### config.mk
export PLATFORM = sky130hd
export DESIGN_NAME = tour_cmd_seq
export DESIGN_NICKNAME = d
export VERILOG_FILES = /design/src/rtl/tour_pkg.sv /design/src/rtl/move_decoder.sv /design/src/rtl/tour_cmd_seq.sv
export SDC_FILE = /design/constraint.sdc
export NUM_CORES = 1
export LEC_CHECK = 0
export CAP_MARGIN = 30
export CORE_ASPECT_RATIO = 0.9
export CORE_MARGIN = 8
export CORE_UTILIZATION = 33
export CTS_BUF_LIST = sky130_fd_sc_hd__clkbuf_8 sky130_fd_sc_hd__clkbuf_16
export CTS_CLUSTER_DIAMETER = 40
export DETAILED_ROUTE_END_ITERATION = 6
export PLACE_DENSITY = 0.77
export SYNTH_ARGS = -nofsm -noshare
export SYNTH_HDL_FRONTEND = slang
export SYNTH_SLANG_ARGS = --single-unit
### constraint.sdc
create_clock -name clk -period 2 [get_ports clk]
set_input_delay 0.6 -clock clk [delete_from_list [all_inputs] [get_ports clk]]
set_output_delay 0.6 -clock clk [all_outputs]
set_load 0.05 [all_outputs]
### src/rtl/tour_pkg.sv
// Shared types and constants for the knight-tour command sequencer.
// Holds the FSM state enum, command field values and response bytes.
package tour_pkg;

  localparam int DEFAULT_NUM_MOVES = 24;

  typedef enum logic [2:0] {
    IDLE  = 3'd0,
    VERT  = 3'd1,
    VWAIT = 3'd2,
    HORZ  = 3'd3,
    HWAIT = 3'd4
  } tour_state_e;

  localparam logic [3:0] OP_MOVE    = 4'h2;
  localparam logic [3:0] OP_FANFARE = 4'h3;

  localparam logic [7:0] HDG_NORTH = 8'h00;
  localparam logic [7:0] HDG_WEST  = 8'h3F;
  localparam logic [7:0] HDG_SOUTH = 8'h7F;
  localparam logic [7:0] HDG_EAST  = 8'hBF;

  localparam logic [7:0] RESP_DONE = 8'hA5;
  localparam logic [7:0] RESP_BUSY = 8'h5A;

  function automatic logic [15:0] make_cmd(input logic [3:0] op,
                                           input logic [7:0] hdg,
                                           input logic [3:0] sq);
    return {op, hdg, sq};
  endfunction

endpackage

### src/rtl/move_decoder.sv
// Turns a one-hot knight move into its vertical and horizontal commands.
// Multi-hot inputs resolve to the lowest set bit; all-zero reports invalid.
module move_decoder
  import tour_pkg::*;
(
  input  logic [7:0]  move_i,
  output logic [15:0] vert_cmd_o,
  output logic [15:0] horz_cmd_o,
  output logic        valid_o
);

  logic [2:0] sel;
  logic       dx_pos;
  logic       dy_pos;
  logic [3:0] dx_mag;
  logic [3:0] dy_mag;

  // Scan downward so the lowest set bit is the last one written.
  always_comb begin
    sel = 3'd0;
    for (int i = 7; i >= 0; i--) begin
      if (move_i[i]) sel = 3'(i);
    end
  end

  always_comb begin
    dx_pos = 1'b1;
    dy_pos = 1'b1;
    dx_mag = 4'd1;
    dy_mag = 4'd2;
    unique case (sel)
      3'd0: begin dx_pos = 1'b1; dx_mag = 4'd1; dy_pos = 1'b1; dy_mag = 4'd2; end
      3'd1: begin dx_pos = 1'b0; dx_mag = 4'd1; dy_pos = 1'b1; dy_mag = 4'd2; end
      3'd2: begin dx_pos = 1'b0; dx_mag = 4'd2; dy_pos = 1'b1; dy_mag = 4'd1; end
      3'd3: begin dx_pos = 1'b0; dx_mag = 4'd2; dy_pos = 1'b0; dy_mag = 4'd1; end
      3'd4: begin dx_pos = 1'b0; dx_mag = 4'd1; dy_pos = 1'b0; dy_mag = 4'd2; end
      3'd5: begin dx_pos = 1'b1; dx_mag = 4'd1; dy_pos = 1'b0; dy_mag = 4'd2; end
      3'd6: begin dx_pos = 1'b1; dx_mag = 4'd2; dy_pos = 1'b0; dy_mag = 4'd1; end
      3'd7: begin dx_pos = 1'b1; dx_mag = 4'd2; dy_pos = 1'b1; dy_mag = 4'd1; end
      default: begin dx_pos = 1'b1; dx_mag = 4'd1; dy_pos = 1'b1; dy_mag = 4'd2; end
    endcase
  end

  assign vert_cmd_o = make_cmd(OP_MOVE, dy_pos ? HDG_NORTH : HDG_SOUTH, dy_mag);
  assign horz_cmd_o = make_cmd(OP_FANFARE, dx_pos ? HDG_EAST : HDG_WEST, dx_mag);
  assign valid_o    = |move_i;

endmodule

### src/rtl/tour_cmd_seq.sv
// Sequences a solved knight tour into move commands for cmd_proc, and
// passes remote UART commands straight through whenever no tour is running.
module tour_cmd_seq
  import tour_pkg::*;
#(
  parameter int NUM_MOVES = DEFAULT_NUM_MOVES
) (
  input  logic        clk,
  input  logic        rst_n,
  input  logic        start_tour,
  input  logic [7:0]  move,
  output logic [4:0]  mv_indx,
  input  logic [15:0] cmd_UART,
  input  logic        cmd_rdy_UART,
  output logic        clr_cmd_rdy_UART,
  output logic [15:0] cmd,
  output logic        cmd_rdy,
  input  logic        clr_cmd_rdy,
  input  logic        send_resp,
  output logic [7:0]  resp
);

  localparam logic [4:0] LAST_IDX = 5'(NUM_MOVES - 1);

  tour_state_e state_q, state_d;
  logic [4:0]  mv_indx_q, mv_indx_d;
  logic [15:0] vert_cmd;
  logic [15:0] horz_cmd;
  logic        mv_valid;
  logic        last_move;

  move_decoder u_move_decoder (
    .move_i     (move),
    .vert_cmd_o (vert_cmd),
    .horz_cmd_o (horz_cmd),
    .valid_o    (mv_valid)
  );

  assign last_move = (mv_indx_q == LAST_IDX);
  assign mv_indx   = mv_indx_q;

  // start_tour wins from any state so the tour logic can always restart cleanly.
  always_comb begin
    state_d   = state_q;
    mv_indx_d = mv_indx_q;
    if (start_tour) begin
      state_d   = VERT;
      mv_indx_d = 5'd0;
    end else begin
      unique case (state_q)
        IDLE: ;
        VERT: begin
          if (!mv_valid)        state_d = IDLE;
          else if (clr_cmd_rdy) state_d = VWAIT;
        end
        VWAIT: if (send_resp)   state_d = HORZ;
        HORZ:  if (clr_cmd_rdy) state_d = HWAIT;
        HWAIT: begin
          if (send_resp) begin
            if (last_move) begin
              state_d = IDLE;
            end else begin
              state_d   = VERT;
              mv_indx_d = mv_indx_q + 5'd1;
            end
          end
        end
        default: state_d = IDLE;
      endcase
    end
  end

  always_ff @(posedge clk or negedge rst_n) begin
    if (!rst_n) begin
      state_q   <= IDLE;
      mv_indx_q <= 5'd0;
    end else begin
      state_q   <= state_d;
      mv_indx_q <= mv_indx_d;
    end
  end

  // While touring, UART traffic is held off by never acknowledging it.
  always_comb begin
    cmd              = cmd_UART;
    cmd_rdy          = cmd_rdy_UART;
    clr_cmd_rdy_UART = clr_cmd_rdy;
    resp             = RESP_DONE;
    unique case (state_q)
      IDLE: ;
      VERT: begin
        cmd = vert_cmd; cmd_rdy = 1'b1; clr_cmd_rdy_UART = 1'b0; resp = RESP_BUSY;
      end
      VWAIT: begin
        cmd = vert_cmd; cmd_rdy = 1'b0; clr_cmd_rdy_UART = 1'b0; resp = RESP_BUSY;
      end
      HORZ: begin
        cmd = horz_cmd; cmd_rdy = 1'b1; clr_cmd_rdy_UART = 1'b0; resp = RESP_BUSY;
      end
      HWAIT: begin
        cmd = horz_cmd; cmd_rdy = 1'b0; clr_cmd_rdy_UART = 1'b0;
        resp = last_move ? RESP_DONE : RESP_BUSY;
      end
      default: ;
    endcase
  end

endmodule

Word-level counts from Yosys, hierarchy flattened
Memories as Yosys holds them, arrays and structs flattened.
Cells that the tools add are included.
- register bits: 8
- ROM bits: 48
- input bits: 30
- output and inout port bits: 31
- logic and storage cells: 54
- memories kept: 1
- add/subtract/negate cells: 1
- equal/unequal tests: 11
- mux-type cells: 27
- reduce and logical (&&, ||, !) cells: 12
- memories (memory ; depth ; bits a word ; rd ports ; clocked after Yosys merged registers in ; wr ports ; line ; RTL):
    (no name shown) ; 8 ; 6 ; 1 ; 0 ; 0 ; move_decoder.sv:31 ; unique case (sel)
- operator list (kind ; count):
    $mux W3 ; 14
    $pmux W16 S2 ; 1
    $mux W5 ; 4
    $mux W8 ; 2
    $pmux W8 S2 ; 1
    $pmux W3 S5 ; 1
    $ne A3 B3 Y1 const B ; 3
    $reduce_or A2 Y1 ; 4
    $reduce_or A8 Y1 ; 1
    $mux W7 ; 1
    $eq A3 B2 Y1 const B ; 2
    $add A5 B1 Y5 const B ; 1
    $eq A5 B5 Y1 const B ; 1
    $reduce_and A5 Y1 ; 1
    $ne A2 B2 Y1 const B ; 2
    $ne A4 B4 Y1 const B ; 1
    $reduce_bool A2 Y1 ; 2
    $reduce_or A4 Y1 ; 1
    $eq A3 B1 Y1 const B ; 1
    $eq A3 B3 Y1 const B ; 1
    $logic_not A3 Y1 ; 1
    $reduce_and A3 Y1 ; 1
    $reduce_or A3 Y1 ; 1
    $mux W1 ; 2
    $pmux W1 S2 ; 1

Longest topological paths before layout
Gate-level depths: netlist (run 1).
An unclocked memory read counts as a cell.
- depth after elaboration: 11
- depth in mapped cells: 6

Hierarchy
Synthesis (run 1) repeated with hierarchy kept, for this count alone.
- cell total of the unflattened synthesis: 154
- area total of the unflattened synthesis: 1248.7 um2
- modules (own cells, without submodules) (module ; instances ; cells each ; area each (um2) ; sequential area each (um2)):
    tour_cmd_seq ; 1 ; 105 ; 919.6 ; 200.2
    move_decoder ; 1 ; 49 ; 329.1 ; 0.0

Least setup slack after synthesis (run 1)
OpenSTA, ideal clock, no wires.
- kind: reg-to-output
- from: reg mv_indx_q[0], in the netlist mv_indx[0]
- to: out resp[2]
- arrival time: 2.391 ns
- required time: 1.400 ns
- slack: -0.991 ns
- cell stages (with the launch flop): 7
- buffers on the path: 1
- path through: dfrtp_1 > ha_1 > nand4b_1 > nand2_1 > nand2_1 > inv_1 > buf_4
- cells in the longest elaborated chain, start to end: 3
- ends and longest elaborated chain (element ; line ; RTL):
    start, declared ; tour_cmd_seq.sv:26 ; logic [4:0] mv_indx_q, mv_indx_d;
    start signal, assigned ; tour_cmd_seq.sv:79 ; mv_indx_q <= mv_indx_d;
    $eq A5 B5 Y1 ; tour_cmd_seq.sv:39 ; assign last_move = (mv_indx_q == LAST_IDX);
    $mux W8 ; tour_cmd_seq.sv:102 ; resp = last_move ? RESP_DONE : RESP_BUSY;
    $pmux W8 S2 ; tour_cmd_seq.sv:89 ; unique case (state_q)
    end, declared ; tour_cmd_seq.sv:20 ; output logic [7:0] resp
No other way between the ends.

Worst setup path in the final report (run 1)
- from: reg state_q[0]
- to: out cmd[0]
- cells in the longest elaborated chain, start to end: 3
- ends and longest elaborated chain (element ; line ; RTL):
    start, declared ; tour_cmd_seq.sv:25 ; tour_state_e state_q, state_d;
    start signal, assigned ; tour_cmd_seq.sv:78 ; state_q <= state_d;
    $eq A3 B3 Y1 (tied with other cells) ; tour_cmd_seq.sv:89 ;
    $reduce_or A2 Y1 (no source line) ; - ;
    $pmux W16 S2 (*) ; tour_cmd_seq.sv:89 ;
    end, declared ; tour_cmd_seq.sv:16 ; output logic [15:0] cmd,
Every way passes the cells marked *; elsewhere a longest branch is shown, timed or not.

==> impl_metrics.tcl, run 1 <==
set metrics [dict create \
    outcome "finished with violations" \
    violations "negative setup slack" \
    gr-usage-all-layers_pct 23.2 \
    synth_fp_nets 160 \
    setup_viol 27 \
    slew_viol_final 0 \
    critPathCaptureType "output pin" \
    max-slew-margin-rel_pct 70.9 \
    hold_buffers 0 \
    num-nets-final 260 \
    grt_pass1_wl_mm 8.74 \
    yosysWarningCount 0 \
    clk_path_buf_depth 2 \
    period_share_pct 121 \
    htree_levels 1 \
    syn_inst 129 \
    place_ws_ps -916 \
    nFillCells 85 \
    grt_overflow 0 \
    numCtsBuffers 3 \
    finalInstanceArea_um2 2590 \
    critPathKind "reg -> out" \
    globalplace.congestion 0.867 \
    synth_area_um2 946 \
    synth_cell_types 43 \
    fin_util_pct 94.3 \
    dp.cells 242 \
    max_cap_violations 0 \
    dpl_cell_area_um2 2080 \
    irDropWorstVdd_mv 0.539 \
    cp.required_ps 1400 \
    timing.final.ws_setup_ps -418 \
    die_area_um2 4840 \
    powerDensity_nw_per_um2 533 \
    path_clk_slew_ps 50 \
    postRouteAntennaNets 0 \
    synth.avg_cell_area_um2 7.33 \
    vias_per_cell 6.12 \
    rsz0062_at_grt "yes" \
    period_needed_ps 2420 \
    hp-class "reg -> reg" \
    num_antenna_cells 0 \
    final_cells 267 \
    cts_tree "yes" \
    finClkSkew_ps 6.57 \
    grt_start_max_net_pins 16 \
    vias 1633 \
    drt-total-wl_mm 6.86 \
    antenna_found_initial 0 \
    final_layout_size_suffix_gt1_share_pct 63.4 \
    drtIter0Drc 232 \
    first_pass_iters 5 \
    cts_root_buf "clkbuf_8" \
    cts_sinks 8 \
    ys_ff_latch 8 \
    worstMarginPinSlew_ps 436 \
    portBuffers 60 \
    dp_hpwl_mm 3.33 \
    max_freq_ghz 0.414 \
    core_area_um2 2750 \
    cp_max_fo 7 \
    drc 0 \
    area_growth_syn_to_layout_pct 174 \
    startpoint_type "register" \
    initial_core_util_pct 34.4 \
    critPathArrivalTime_ps 1820 \
    num_rows 18 \
    p_leak_nw 1.11 \
    seq_area_frac_synth_pct 21.2 \
    die_x_um 72.4 \
    grt_pass1_vias 1642 \
    wl_per_cell_um 25.7 \
    io-pin-count 61 \
    die_h_um 66.8 \
    worst_skew_pair.late_latency_ps 250 \
    hold_viol 0 \
]
## final cells by class
cell class | instances | area [um^2] | share of cell area [%]
timing repair buffer | 109 | 1300 | 50.2
multi-input combinational | 103 | 972 | 37.5
sequential | 8 | 209 | 8.06
tap | 40 | 50.0 | 1.93
clock buffer | 3 | 41.3 | 1.59
inverter | 4 | 18.8 | 0.724
## sequential cells by signal, indices dropped and copies added (netlist names)
signal and flops:
mv_indx 5, state_q 3
## cell families after synthesis
logic type,count (synthesis),synth area share [%]
AO/OA/AOI/OAI,41,30.0
adder cells (fa/ha/maj),1,1.32
multiplexers,2,2.12
AND/OR/NAND/NOR,56,31.6
flip-flops,8,21.2
buffers and inverters,18,11.0
XOR/XNOR,3,2.78
## final timing paths
kind                              end  slack (ps)  cells after the start        from
setup / recovery               cmd[0]        -420                      6  state_q[0]
hold / removal             mv_indx[4]         640                      2  mv_indx[4]
setup reg to reg           mv_indx[3]         -20                      7  state_q[0]
hold reg to reg            mv_indx[4]         640                      2  mv_indx[4]
max in group asynchronous  mv_indx[0]        1010                      1       rst_n
min in group asynchronous  state_q[0]         660                      1       rst_n
## worst max-delay path, cell delays in order, from the launching register on
cell	delay, ps
dfrtp_2	490
buf_4	190
nand2_4	70
o2bb2ai_1	60
a311o_1	340
o22a_4	260
buf_12	140
## layout by cell type, fill, tap and decap left out, types with 3 or more instances in the layout
cell and instances:
a21oi_1 4, a311o_1 3, buf_12 23, buf_4 36, buf_6 19, buf_8 6
clkbuf_8 3, clkdlybuf4s50_1 17, dfrtp_2 7, dlygate4sd2_1 4, nand2_1 4, nand2_2 3
nand2_4 4, nand3_1 3, nand3_4 4, nor2_1 11, nor2_4 5, nor2b_4 6
o211ai_1 4, o21ai_0 6, o21ai_1 5
## through the flow
step | TNS [ps] | power [W] | hold slack (ps)
after floorplan | -4240 | 0.000604 | 304
after global placement | -8390 | 0.000972 | 559
after detailed placement | -9090 | 0.000987 | 584
after CTS | -6160 | 0.00127 | 590
after global routing | -9970 | 0.00142 | 666
final | -8280 | 0.00138 | 637
## routing by layer
layer / wire length, um / GRT usage [%]
met1: 2380 / 21.8
met2: 3380 / 44.3
met3: 654 / 6.30
met4: 446 / 14.2
met5: 0 / 0
## where the power goes
part           internal [W]  switching, W  total, W
Sequential         0.000167     0.0000111  0.000178
Combinational      0.000476      0.000504  0.000980
Clock              0.000133     0.0000900  0.000223
Total              0.000776      0.000606   0.00138
## synth_stat cells
master	count	area, um^2
a2111oi_0	1	8.76
a2111oi_2	1	15.0
a211oi_1	1	7.51
a21o_1	2	15.0
a21oi_1	6	30.0
a22oi_1	1	7.51
a311o_1	3	30.0
a31oi_1	1	6.26
a32oi_1	1	8.76
buf_1	2	7.51
buf_2	2	10.0
buf_4	7	52.6
buf_6	1	11.3
clkbuf_1	2	7.51
dfrtp_1	8	200
ha_1	1	12.5
inv_1	4	15.0
mux2i_1	2	20.0
nand2_1	11	41.3
nand2b_1	2	12.5
nand3_1	6	30.0
nand3_4	1	17.5
nand4_1	2	12.5
nand4b_1	1	8.76
nor2_1	16	60.1
nor2b_1	7	43.8
nor3_1	2	10.0
nor3b_4	1	18.8
nor4_1	1	6.26
o211a_1	1	10.0
o211ai_1	4	30.0
o21ai_0	11	55.1
o21ai_1	1	5.00
o22a_1	1	8.76
o22ai_1	2	12.5
o2bb2ai_1	1	8.76
o31a_1	2	17.5
o31ai_1	1	7.51
or2_0	1	6.26
or2_2	3	18.8
or3_1	2	12.5
xnor2_1	1	8.76
xor2_1	2	17.5
## timing repair
action / 4_1_cts / 5_1_grt
setup buffers: 15 / 11
pin swaps: 24 / 26
gates resized for setup: 94 / 36
setup endpoints to repair: 27 / 28
Note: power is estimated with default switching activity, not from simulation.
==> run 2, diff against run 1 <==
--- a/config.mk
+++ b/config.mk
@@ -10,7 +10,7 @@
 export CORE_MARGIN = 8
 export CORE_UTILIZATION = 33
 export CTS_BUF_LIST = sky130_fd_sc_hd__clkbuf_8 sky130_fd_sc_hd__clkbuf_16
-export CTS_CLUSTER_DIAMETER = 40
+export CTS_CLUSTER_DIAMETER = 200
 export DETAILED_ROUTE_END_ITERATION = 6
 export PLACE_DENSITY = 0.77
 export SYNTH_ARGS = -nofsm -noshare
==> results of run 2 <==
The final DEF is identical to that of run 1; final timing and power are the same.
==> run 3, diff against run 2 <==
--- a/config.mk
+++ b/config.mk
@@ -13,6 +13,7 @@
 export CTS_CLUSTER_DIAMETER = 200
 export DETAILED_ROUTE_END_ITERATION = 6
 export PLACE_DENSITY = 0.77
+export SETUP_SLACK_MARGIN = 0.3
 export SYNTH_ARGS = -nofsm -noshare
 export SYNTH_HDL_FRONTEND = slang
 export SYNTH_SLANG_ARGS = --single-unit
==> impl_metrics.tcl, run 3 (synthesis gave the netlist of run 1 again) <==
set metrics [dict create \
    outcome "finished with violations" \
    violations "negative setup slack" \
    startpoint_type "input pin" \
    globalplace.congestion 0.829 \
    max_stage_delay_ps 300 \
    numCtsBuffers 3 \
    hold_buffers 0 \
    final_common_cell "buf_4" \
    r2r_setup_slack_ps 120 \
    drc 0 \
    irDropWorstVdd_mv 0.459 \
    mostFrequentLayoutCells "30 x buf_4, 24 x buf_12, 17 x clkdlybuf4s50_1, 17 x buf_6, 10 x nor2_1" \
    area_growth_syn_to_layout_pct 169 \
    die_area_um2 4840 \
    max-slew-margin-rel_pct 66.7 \
    cts_sinks 8 \
    max_cap_violations 0 \
    grt_pass1_vias 1707 \
    reg2reg_from "state_q[1]" \
    htree_levels 1 \
    path_cells "buf_8 -> buf_6 -> nor2_4 -> o31a_1 -> o31a_1 -> o22a_4 -> buf_12" \
    worst_skew_pair.late_latency_ps 230 \
    wl_per_cell_um 26.3 \
    slew_viol_final 0 \
    p_sw_w 0.000583 \
    gr-usage-all-layers_pct 24.9 \
    first_pass_iters 7 \
    clk_path_buf_depth 2 \
    p_comb_share_pct 71.8 \
    period_needed_ps 2450 \
    finalInstanceArea_um2 2550 \
    path_clk_slew_ps 40 \
    die_x_um 72.4 \
    cts_root_buf "clkbuf_8" \
    p_int_w 0.000758 \
    min_from "mv_indx[3]" \
    hold_viol 0 \
    grt_start_max_net_pins 14 \
    critPathCaptureType "output pin" \
    drt-total-wl_mm 6.85 \
    crit_buf_inv 3 \
    num-nets-final 252 \
    max_freq_ghz 0.408 \
    final_layout_size_suffix_gt1_share_pct 63.5 \
    powerDensity_nw_per_um2 526 \
    dpl_cell_area_um2 2170 \
    vias_per_cell 6.27 \
    largest_reg_flops 5 \
    initial_core_util_pct 34.4 \
    grt_pass1_wl_mm 9.37 \
    nFillCells 99 \
    p_leak_nw 1.06 \
    cp_max_fo 4 \
    period_share_pct 122 \
    die_h_um 66.8 \
    portBuffers 60 \
    vias 1629 \
    startpoint "move[3]" \
    critPathArrivalTime_ps 1850 \
    holdWs_ps 633 \
    dp_hpwl_mm 3.40 \
    total_power_w 0.00134 \
    io-pin-count 61 \
    core_area_um2 2750 \
    drtIter0Drc 111 \
    crit_family "compound AO/OA/AOI/OAI gates" \
    worstMarginPinSlew_ps 495 \
    postRouteAntennaNets 0 \
    timing.final.ws_setup_ps -448 \
    finClkSkew_ps 7.19 \
    cts_tree "yes" \
    cp.required_ps 1400 \
    p_seq_share_pct 13.3 \
    num_rows 18 \
    switching_share_pct 43.5 \
    grt_overflow 0 \
    hp-class "reg -> reg" \
    slowest_stage "o31a_1" \
    clkPwrFrac_pct 14.9 \
    critPathMostFrequentCell "o31a_1" \
    critPathKind "in -> out" \
    rsz0062_at_grt "yes" \
    antenna_found_initial 1 \
    setup_viol 26 \
]
run 3: changes by cell type in the layout (fill, tap and decap cells not counted), moves of 2 or more:
cell and delta:
buf_4 -6, buf_6 -2, nand2_4 -2, o21ai_0 -2, o21ai_2 +2, or3_1 -2, or3_4 +2
run 3: worst paths after layout:
kind	depth (start not counted)	to
max in group asynchronous	1	mv_indx[0]
min	2	mv_indx[3]
max	7	cmd[0]
max reg2reg	7	mv_indx[3]
min reg2reg	2	mv_indx[3]
min in group asynchronous	1	state_q[2]
run 3: cell type report:
| cell class | instances | area (um^2) | area share (%) |
|---|---|---|---|
| sequential | 8 | 208 | 8.16 |
| tap | 40 | 50.0 | 1.97 |
| timing repair buffer | 101 | 1230 | 48.2 |
| clock buffer | 3 | 41.3 | 1.62 |
| antenna | 1 | 2.50 | 0.0983 |
| multi-input combinational | 103 | 998 | 39.2 |
| inverter | 4 | 18.8 | 0.737 |
run 3: worst register-to-register path, delay by kind of cell (launching register included):
| family | cells | cell delay (ps) |
|---|---|---|
| DFF | 1 | 480 |
| AOI/OAI and AO/OA | 1 | 130 |
| and+or+nand+nor | 3 | 750 |
| buffers and inverters | 3 | 440 |
run 3: layer usage:
layer | GRT usage [%] | share of wire (%) | routed length, um | up-vias
met1 | 25.3 | 35 | 2400 | 800
met5 | 0 | 0 | 0 | -
met2 | 48.4 | 50 | 3460 | 138
met3 | 5.10 | 8.3 | 566 | 40
li1 | - | - | - | 651
met4 | 9.98 | 6.3 | 431 | 0
run 3: repair_timing:
item	in CTS	in global routing
setup endpoints to repair	29	32
pin swaps	30	17
gates cloned	1	0
setup buffers	11	2
resized for setup	83	25
run 3: per-stage QoR:
| step | TNS, ps | instances | util (%) | worst slack, ps |
|---|---|---|---|---|
| 2_1_floorplan | -4250 | 129 | - | -442 |
| 3_3_place_gp | -8960 | 242 | 79.1 | -918 |
| 3_5_place_dp | -9790 | 242 | 79.1 | -978 |
| 4_1_cts | -5570 | 257 | 89.8 | -397 |
| 5_1_grt | -9290 | 260 | 92.7 | -471 |
| 6_report | -8210 | 260 | 92.7 | -448 |
run 3: power by group through the flow:
| stage | Combinational, W | Clock [W] | Sequential [W] |
|---|---|---|---|
| 6_report | 0.000963 | 0.000200 | 0.000178 |
| 5_1_grt | 0.000987 | 0.000211 | 0.000178 |
| 4_1_cts | 0.000911 | 0.000192 | 0.000175 |
| 3_5_place_dp | 0.000843 | 0 | 0.000177 |
| 3_3_place_gp | 0.000829 | 0 | 0.000177 |
| 2_1_floorplan | 0.000464 | 0 | 0.000171 |
